[src/rtl/fetch_pc_unit.sv]
// fetch_pc_unit: instruction-fetch stage for the 16-bit 5-stage pipeline.
// It owns the program counter and the IF/ID pipeline register, and chooses
// the next PC from three sources: sequential, taken branch or absolute jump.
// It also applies hazard stalls, squashes the wrong-path fetch on a redirect,
// and stops fetching when a HALT instruction is fetched.
//
// Optional feature macro: FETCH_BRCOUNT_EN
//   defined   - brCount is a saturating 16-bit count of taken redirects,
//               cleared only by rst.
//   undefined - there is no counter register and brCount is tied to zero.
//
// state | meaning
// ------+--------------------------------------------------------------
// RUN   | fetching; PC advances by 2 on every non-stalled edge
// HALT  | HALT has been fetched; PC frozen and IF/ID fills with bubbles
//
// Priority on every edge is rst > redirect > stall > normal operation.
// A redirect is honoured in either state, so an older branch in ID still
// squashes a HALT that was fetched behind it.

module fetch_pc_unit (
    input  logic        clk,
    input  logic        rst,
    input  logic        stall,
    input  logic        jmpTrue,
    input  logic [7:0]  brOffset,
    input  logic        jumpTrue,
    input  logic [15:0] jumpAddr,
    input  logic [15:0] instrIn,
    output logic [15:0] pcOut,
    output logic [15:0] ifidInstr,
    output logic [15:0] ifidPc,
    output logic        ifidValid,
    output logic        halted,
    output logic [15:0] brCount
);

    localparam logic [15:0] NOP_WORD  = 16'h0000;
    localparam logic [15:0] HALT_WORD = 16'hFFFF;
    localparam logic [15:0] RESET_PC  = 16'h0000;
    localparam logic [15:0] PC_STEP   = 16'h0002;

    typedef enum logic {
        ST_RUN  = 1'b0,
        ST_HALT = 1'b1
    } fetch_state_t;

    fetch_state_t r_state;
    fetch_state_t w_state_nxt;

    logic [15:0] r_pc;
    logic [15:0] r_ifid_instr;
    logic [15:0] r_ifid_pc;
    logic        r_ifid_valid;

    logic [15:0] w_pc_nxt;
    logic [15:0] w_ifid_instr_nxt;
    logic [15:0] w_ifid_pc_nxt;
    logic        w_ifid_valid_nxt;

    logic        w_redir;
    logic [15:0] w_br_disp;
    logic [15:0] w_br_target;
    logic [15:0] w_redir_target;
    logic [15:0] w_pc_seq;
    logic        w_fetch_is_halt;

    // Redirect qualification and target selection; the comparator and jump
    // operands are not valid while the hazard unit is stalling, so a stall
    // masks both requests. An absolute jump wins over a branch.
    always_comb begin
        w_redir         = (jmpTrue | jumpTrue) & ~stall;
        w_br_disp       = {{7{brOffset[7]}}, brOffset, 1'b0};
        w_br_target     = r_ifid_pc + w_br_disp;
        w_redir_target  = jumpTrue ? jumpAddr : w_br_target;
        w_pc_seq        = r_pc + PC_STEP;
        w_fetch_is_halt = (instrIn == HALT_WORD);
    end

    // State register and all datapath registers; rst dominates every other
    // condition on the edge, including an in-flight stall or redirect.
    always_ff @(posedge clk) begin
        if (rst) begin
            r_state      <= ST_RUN;
            r_pc         <= RESET_PC;
            r_ifid_instr <= NOP_WORD;
            r_ifid_pc    <= 16'h0000;
            r_ifid_valid <= 1'b0;
        end else begin
            r_state      <= w_state_nxt;
            r_pc         <= w_pc_nxt;
            r_ifid_instr <= w_ifid_instr_nxt;
            r_ifid_pc    <= w_ifid_pc_nxt;
            r_ifid_valid <= w_ifid_valid_nxt;
        end
    end

    // Next-state and next-register values; defaults hold everything, which
    // is exactly the stall behaviour.
    always_comb begin
        w_state_nxt      = r_state;
        w_pc_nxt         = r_pc;
        w_ifid_instr_nxt = r_ifid_instr;
        w_ifid_pc_nxt    = r_ifid_pc;
        w_ifid_valid_nxt = r_ifid_valid;

        if (w_redir) begin
            // The instruction fetched this cycle is on the wrong path, so it
            // is replaced by a bubble; its address still travels with it.
            w_state_nxt      = ST_RUN;
            w_pc_nxt         = w_redir_target;
            w_ifid_instr_nxt = NOP_WORD;
            w_ifid_pc_nxt    = r_pc;
            w_ifid_valid_nxt = 1'b0;
        end else if (!stall) begin
            case (r_state)
                ST_RUN: begin
                    w_ifid_instr_nxt = instrIn;
                    w_ifid_pc_nxt    = r_pc;
                    w_ifid_valid_nxt = 1'b1;
                    if (w_fetch_is_halt) begin
                        // HALT itself moves down the pipe; fetch freezes here.
                        w_state_nxt = ST_HALT;
                    end else begin
                        w_pc_nxt = w_pc_seq;
                    end
                end
                ST_HALT: begin
                    w_ifid_instr_nxt = NOP_WORD;
                    w_ifid_valid_nxt = 1'b0;
                end
                default: begin
                    w_state_nxt = ST_RUN;
                end
            endcase
        end
    end

`ifdef FETCH_BRCOUNT_EN
    logic [15:0] r_br_count;
    logic        w_br_count_sat;

    // Saturation detect for the redirect counter.
    always_comb begin
        w_br_count_sat = (r_br_count == 16'hFFFF);
    end

    // Saturating count of taken redirects, cleared only by reset.
    always_ff @(posedge clk) begin
        if (rst) begin
            r_br_count <= 16'h0000;
        end else if (w_redir && !w_br_count_sat) begin
            r_br_count <= r_br_count + 16'h0001;
        end
    end

    assign brCount = r_br_count;
`else
    assign brCount = 16'h0000;
`endif

    assign pcOut     = r_pc;
    assign ifidInstr = r_ifid_instr;
    assign ifidPc    = r_ifid_pc;
    assign ifidValid = r_ifid_valid;
    assign halted    = (r_state == ST_HALT);

endmodule

[config.mk]
export PLATFORM = sky130hd
export DESIGN_NAME = fetch_pc_unit
export DESIGN_NICKNAME = d
export VERILOG_FILES = /design/src/rtl/fetch_pc_unit.sv
export SDC_FILE = /design/constraint.sdc
export NUM_CORES = 1
export LEC_CHECK = 0
export ABC_AREA = 1
export BUFFER_PORTS_ARGS = -buffer_cell sky130_fd_sc_hd__buf_2
export CORE_ASPECT_RATIO = 0.7
export CORE_MARGIN = 2
export CORE_UTILIZATION = 45
export DETAILED_ROUTE_END_ITERATION = 16
export PLACE_DENSITY = 0.69
export SYNTH_ARGS = -nofsm -noshare
export SYNTH_HDL_FRONTEND = slang
export SYNTH_SLANG_ARGS = --single-unit
[constraint.sdc]
create_clock -name clk -period 2.4 [get_ports clk]
set_input_delay 0.48 -clock clk [delete_from_list [all_inputs] [get_ports clk]]
set_output_delay 0.48 -clock clk [all_outputs]
set_load 0.05 [all_outputs]
After elaboration in Yosys (flattened, before gate mapping). Cells that the tools add are included.

$add $sub $neg: 2. Equal/unequal tests: 4. Mux-type cells: 12. Bitwise gates (word level): 4. Reduce and logical (&&, ||, !) cells: 3.

Operators with widths (count): $mux W16 (8); $pmux W16 S2 (1); $add A16 B16 Y16 (1); $add A16 B2 Y16 const B (1); $eq A16 B16 Y1 const B (1); $ne A2 B1 Y1 const B (2); $reduce_and A3 Y1 (1); $mux W1 (2); $ne A2 B2 Y1 const B (1); $not A1 Y1 (2); $pmux W1 S2 (1); $reduce_and A2 Y1 (1); $reduce_or A2 Y1 (1); $and A1 B1 Y1 (1); $or A1 B1 Y1 (1).

Register bits after elaboration: 50. Bits of input ports: 45. Output and inout port bits: 66. Logic and storage cells: 30.

Depth between registers and ports, before layout. Gate-level depths: netlist (run 1).

Depth after elaboration: 5. Depth in mapped cells: 13. Depth with buffers taken out: 13.

Worst setup path after synthesis (run 1). No wires, ideal clock.

Kind: reg-to-reg. From: reg r_ifid_pc[1] (netlist: ifidPc[1]). To: reg r_pc[5] (netlist: pcOut[5]). Library setup time: 0.064 ns. Data arrival time: 1.987 ns. Data required time: 2.336 ns. Slack: 0.349 ns. Stages on the path, launching flop included: 12. Path buffers: 0. Period minus slack after synthesis: 2.051 ns. Cell sequence: dfxtp_1 > ha_1 > inv_1 > fa_1 > inv_1 > nand3_1 > nand3_1 > xor2_1 > nor2_1 > o21ai_0 > nor2_1 > nor2_1.

Word-level cells in the longest chain between the ends: 3.

Ends and longest elaborated chain: start, declared (RTL line 53) `logic [15:0] r_ifid_pc;`; start signal, assigned (RTL line 93) `r_ifid_pc <= w_ifid_pc_nxt;`; $add A16 B16 Y16 (RTL line 74) `w_br_target = r_ifid_pc + w_br_disp;`; $mux W16 (RTL line 75) `w_redir_target = jumpTrue ? jumpAddr : w_br_target;`; $mux W16 (RTL line 107) `if (w_redir) begin`; end signal, assigned (RTL line 91) `r_pc <= w_pc_nxt;`; end, declared (RTL line 51) `logic [15:0] r_pc;`.

Every way passes these cells. A chain may end at the register's enable or synchronous reset.

Worst setup path in the final report (run 1).
From: reg r_ifid_pc[1] (netlist: ifidPc[1]). To: reg r_pc[11] (netlist: pcOut[11]).

Same word-level chain as after synthesis.

==> flow_summary.json, run 1 <==
{
  "path_max_fanout": 3,
  "final_cell_mix": "nand2_1, buf_2, nor2_1",
  "cts_buffer_depth": 2,
  "io_buffers": 94,
  "finClkSkew_ps": 10.5,
  "slew_headroom_pct": 59.5,
  "cap_violations": 0,
  "crit_chain": "ha_1 > inv_1 > fa_1 > inv_1 > nand2_1 > nand3_1 > nand2_1 > nand3_1 > nand3_1 > a21oi_1 > nor2_1",
  "grt_pass1_wl_mm": 16.0,
  "synthTopCellsByArea": "dfxtp_1, nand2_1, nor2_1, inv_1, ha_1",
  "start_util_pct": 46.5,
  "area_growth_pct": 16.4,
  "highest_layer": "met4",
  "worst_pin_slew_ps": 606,
  "synth.largest_area_cell": "dfxtp_1",
  "hold_path_class": "in2reg",
  "wl_met3_um": 773,
  "ys_types": 30,
  "synthFlopType": "dfxtp_1",
  "cts_tree": "yes",
  "fin_tns_setup_ps": 0,
  "synth_top_area_share_pct": 29.4,
  "cp_top_family": "adder cells",
  "rsz0062_at_grt": "false",
  "globalRouteOverflowTotal": 0,
  "hold_viol": 0,
  "ctsResizeCount": 0,
  "fillers": 750,
  "critical-path-max-stage-delay_ps": 390,
  "routed_via_density": 5.11,
  "slowest_stage": "fa_1",
  "die_area_um2": 8290,
  "cp.required_ps": 2610,
  "yosysSeqAreaShare_pct": 29.4,
  "mostFrequentLayoutCell": "nand2_1",
  "grt_max_degree": 26,
  "dpl_worst_slack_ps": 341,
  "placedCellCount": 700,
  "coreArea_um2": 7320,
  "firstDrtPassIters": 5,
  "post_drt_wl_per_cell_um": 13.8,
  "clk-insertion-delay-late_ps": 320,
  "netlist_instances": 521,
  "cts_max_level": 2,
  "ant_nets": 0,
  "wl_met1_mm": 4.78,
  "async_reset_ff_share_pct": 0,
  "finalMaxSlewViolations": 0,
  "cts_root_buf": "clkbuf_8",
  "multi_input_area_um2": 2000,
  "synth_seq_cells": 50,
  "startpoint_type": "register",
  "path_class": "reg2reg",
  "first_iter_violations": 297,
  "p_per_area_nw_per_um2": 582,
  "dp_hpwl_mm": 7.56,
  "seqCellArea_um2": 1000,
  "post-cts-setup-buffers": 0,
  "cts_hold_buf": 0,
  "synth_edf_count": 0,
  "io_pins": 111,
  "n_antenna_cell": 0,
  "period_minus_slack_ps": 1900,
  "drc_errors": 0,
  "final_nets": 670,
  "ys_warn_count": 0,
  "clock-sinks": 50,
  "antenna_found_initial": 0,
  "die_w_um": 108,
  "instances_no_fill": 708,
  "drive_gt1_share_pct": 19.7,
  "endpoint_kind": "register",
  "setup_viol": 0,
  "syn_area_um2": 3400,
  "cpMostUsedCell": "nand3_1",
  "wirelength_mm": 9.77,
  "gp_congestion": 0.905,
  "cts_made_buffers": 5,
  "critPathBufInv": 2,
  "grt_pass1_vias": 3274,
  "p_leak_nw": 2.10,
  "fin_crit_sh_pct": 79.0,
  "die_y_um": 76.8,
  "ir_drop_mv": 0.306,
  "via_count": 3615,
  "rows": 26,
  "outcome": "completed",
  "critical_path_arrival_ps": 2110,
  "path_clk_slew_ps": 110,
  "timing.fmax_mhz": 527,
  "dr_wl_met2_mm": 4.06,
  "grt_usage_pct": 24.0,
  "finalWorstSetupSlack_ps": 503,
  "avgSynthCellArea_um2": 6.53
}
-- flip-flops by register name (all words and copies together) (netlist names) --
register / count
halted: 1
ifidValid: 1
ifidPc: 16
pcOut: 16
ifidInstr: 16
-- cell families after synthesis --
family          after synthesis  synth area share [%]
simple gates                244                  30.7
compound gates               99                  16.6
buf+inv                      97                  13.5
flops                        50                  29.4
fa+ha+maj                    16                  6.10
xor+xnor                     14                  3.60
other cells                   1                 0.110
-- synth_stat cells, types with 2 or more instances --
cell,count
buf_4,18
o21ai_0,33
nand3_2,2
xnor2_1,4
nand4_1,9
o21ai_4,2
inv_2,5
nand2_1,110
o21ai_1,14
dfxtp_1,50
clkbuf_1,6
xor2_1,10
nor2_1,84
buf_2,5
o22ai_1,2
a22oi_1,16
nand3_1,30
ha_1,15
buf_6,3
inv_1,60
a21oi_1,30
nor2_8,2
nor3_1,4
-- final timing paths --
check	cells past startpoint	start	endpoint	slack (ps)
hold reg to reg	2	ifidValid	ifidValid	510
setup reg to reg	11	ifidPc[1]	pcOut[11]	500
setup / recovery	11	ifidPc[1]	pcOut[11]	500
hold / removal	3	instrIn[12]	ifidInstr[12]	410
-- metrics by stage --
stage / power [mW] / instance area, um2 / util (%) / hold slack, ps
2_1_floorplan: 1.61 / 3460 / - / 628
6_report: 2.31 / 3960 / 54.1 / 414
4_1_cts: 2.30 / 3960 / 54.1 / 407
3_5_place_dp: 1.79 / 3870 / 52.8 / 492
5_1_grt: 2.44 / 3960 / 54.1 / 429
3_3_place_gp: 1.78 / 3870 / 52.8 / 484
-- final cells by class --
class,instances,area share (%)
tap,98,3.10
clock inverter,3,0.632
clock buffer,5,1.74
inverter,65,6.16
sequential,50,25.3
timing repair buffer,98,12.6
multi-input combinational,389,50.5
-- per-layer routing --
metal,vias to the layer above,GRT usage [%]
met4,0,5.51
li1,1833,-
met5,-,0
met3,14,4.00
met2,146,35.7
met1,1622,36.1
-- where the power goes --
group	total, mW	switching, mW	internal, mW
Sequential	0.954	0.0656	0.888
Combinational	0.828	0.601	0.227
Clock	0.526	0.314	0.211
-- worst register-to-register path: cells and delay by family, from the launching register on --
family / cells / cell delay [ps]
AOI/OAI and AO/OA: 1 / 140
adders and majority gates: 2 / 570
buffers and inverters: 2 / 160
DFF: 1 / 380
and+or+nand+nor: 6 / 550
(Power assumes the default switching activity.)
==> inputs of run 2 (changes only) <==
==> constraint.sdc (replaced) <==
create_clock -name clk -period 1.9 [get_ports clk]
set_input_delay 0.38 -clock clk [delete_from_list [all_inputs] [get_ports clk]]
set_output_delay 0.38 -clock clk [all_outputs]
set_load 0.05 [all_outputs]
==> run 2 against run 1 <==
Sequential power increased by 26%; register-to-register slack got worse by 330 ps; die area unchanged; clock power increased by 46%; largest cell class unchanged; highest routed layer unchanged.
==> flow_summary.json, run 2 (synthesis gave the netlist of run 1 again) <==
{
  "outcome": "completed",
  "rsz0062_at_grt": "false",
  "die_y_um": 76.8,
  "io_pins": 111,
  "cpMostUsedCell": "nand3_1",
  "startpoint_type": "register",
  "post_drt_wl_per_cell_um": 13.2,
  "globalRouteOverflowTotal": 0,
  "gp_congestion": 0.892,
  "grt_pass1_vias": 3069,
  "switching_power_mw": 1.21,
  "n_antenna_cell": 0,
  "io_buffers": 94,
  "period_minus_slack_ps": 1720,
  "routed_via_density": 5.02,
  "area_growth_pct": 18.7,
  "via_count": 3590,
  "hp-start": "instrIn[8]",
  "post-cts-setup-buffers": 0,
  "cts_max_level": 2,
  "finalMaxSlewViolations": 0,
  "ant_nets": 0,
  "hold_viol": 0,
  "place_area_um2": 3920,
  "grt_usage_pct": 22.7,
  "firstDrtPassIters": 5,
  "cts_hold_buf": 0,
  "critical_path_arrival_ps": 1940,
  "start_util_pct": 46.5,
  "drive_gt1_share_pct": 21.2,
  "drc_errors": 0,
  "cts_root_buf": "clkbuf_8",
  "setup_viol": 0,
  "timing.fmax_mhz": 580,
  "pwr-share-seq_pct": 39.6,
  "p_sw_share_pct": 39.9,
  "fin_crit_sh_pct": 90.8,
  "crit_chain": "ha_1 > inv_1 > fa_2 > inv_2 > nand2_1 > nand3_1 > nand2_1 > nand3_1 > nand3_1 > a21oi_1 > nor2_1",
  "critPathBufInv": 2,
  "coreArea_um2": 7320,
  "die_w_um": 108,
  "final_cell_mix": "nand2_1, buf_2, nor2_1",
  "path_clk_slew_ps": 90,
  "hold_path_class": "in2reg",
  "p_clk_share_pct": 25.4,
  "r2r_cells": 11,
  "cts_made_buffers": 5,
  "p_per_area_nw_per_um2": 749,
  "holdPathStages": 3,
  "cp.required_ps": 2110,
  "wirelength_mm": 9.43,
  "fillers": 751,
  "path_class": "reg2reg",
  "holdWs_ps": 316,
  "endpoint_kind": "register",
  "grt_pass1_wl_mm": 15.1,
  "internal-power_mw": 1.82,
  "cp_top_family": "simple AND/OR/NAND/NOR gates",
  "slowest_stage": "dfxtp_2",
  "cts_buffer_depth": 2,
  "grt_max_degree": 27,
  "r2r-start": "ifidPc[1]",
  "ir_drop_mv": 0.407,
  "path_max_fanout": 3,
  "antenna_found_initial": 0,
  "clk-insertion-delay-late_ps": 310,
  "r2r_slack_ps": 180,
  "first_iter_violations": 186,
  "critical-path-max-stage-delay_ps": 350,
  "dp_hpwl_mm": 7.27,
  "holdPathEnd": "ifidInstr[8]",
  "fin_area_um2": 4040,
  "finClkSkew_ps": 2.51,
  "p_leak_nw": 2.15,
  "cts_tree": "yes",
  "clock-sinks": 50,
  "rows": 26,
  "power_frac_comb_pct": 35.0,
  "cap_violations": 0,
  "final_nets": 677,
  "mostFrequentLayoutCell": "nand2_1",
  "timing.rr.end": "pcOut[11]",
  "die_area_um2": 8290
}
-- run 2: repair_timing --
item                                    CTS  global route
endpoints found under the setup margin    0             5
resized for setup                         0             4
hold endpoints to repair                  0             0
-- run 2: metrics by stage --
stage,utilization (%),cells,setup WS [ps],setup TNS [ps],power [mW]
2_1_floorplan,-,536,37.9,0,2.03
3_3_place_gp,53.6,707,11.3,0,2.26
3_5_place_dp,53.6,707,-34.6,-63.1,2.27
4_1_cts,55.1,715,86.5,0,3.03
5_1_grt,55.2,715,12.4,0,3.20
6_report,55.2,715,175,0,3.03
-- run 2: worst max path at each step --
stage,cells after the start,start,endpoint
2_1_floorplan,11,ifidPc[1],pcOut[5]
3_3_place_gp,12,brOffset[0],pcOut[5]
3_5_place_dp,12,brOffset[0],pcOut[5]
4_1_cts,11,ifidPc[1],pcOut[5]
5_1_grt,7,pcOut[1],pcOut[15]
6_report,11,ifidPc[1],pcOut[11]
-- run 2: cell type report --
class | instances | area, um2 | share of cell area (%)
clock inverters | 2 | 37.5 | 0.929
repair buffers | 105 | 553 | 13.7
inverters | 65 | 244 | 6.04
clock buffers | 6 | 72.6 | 1.80
flip-flops and latches | 50 | 1000 | 24.8
well taps | 98 | 123 | 3.04
multi-input cells | 389 | 2010 | 49.7
-- run 2: power groups by stage --
stage	Combinational (mW)	Clock (mW)	Sequential [mW]
6_report	1.06	0.768	1.20
4_1_cts	1.05	0.779	1.20
3_3_place_gp	1.04	0	1.22
5_1_grt	1.16	0.823	1.21
2_1_floorplan	0.569	0	1.46
3_5_place_dp	1.05	0	1.22
-- run 2: per-layer routing --
layer  global-route usage, %  routed length, um
met1                    34.2               4620
met2                    33.0               4030
met3                    4.85                665
met4                    4.74                118
met5                       0                  0
-- run 2: worst min-delay path, delay by kind of cell --
| kind | cells | cell delay, ps |
|---|---|---|
| buffers and inverters | 1 | 90 |
| AO/OA/AOI/OAI | 1 | 60 |
| AND/OR/NAND/NOR | 1 | 70 |
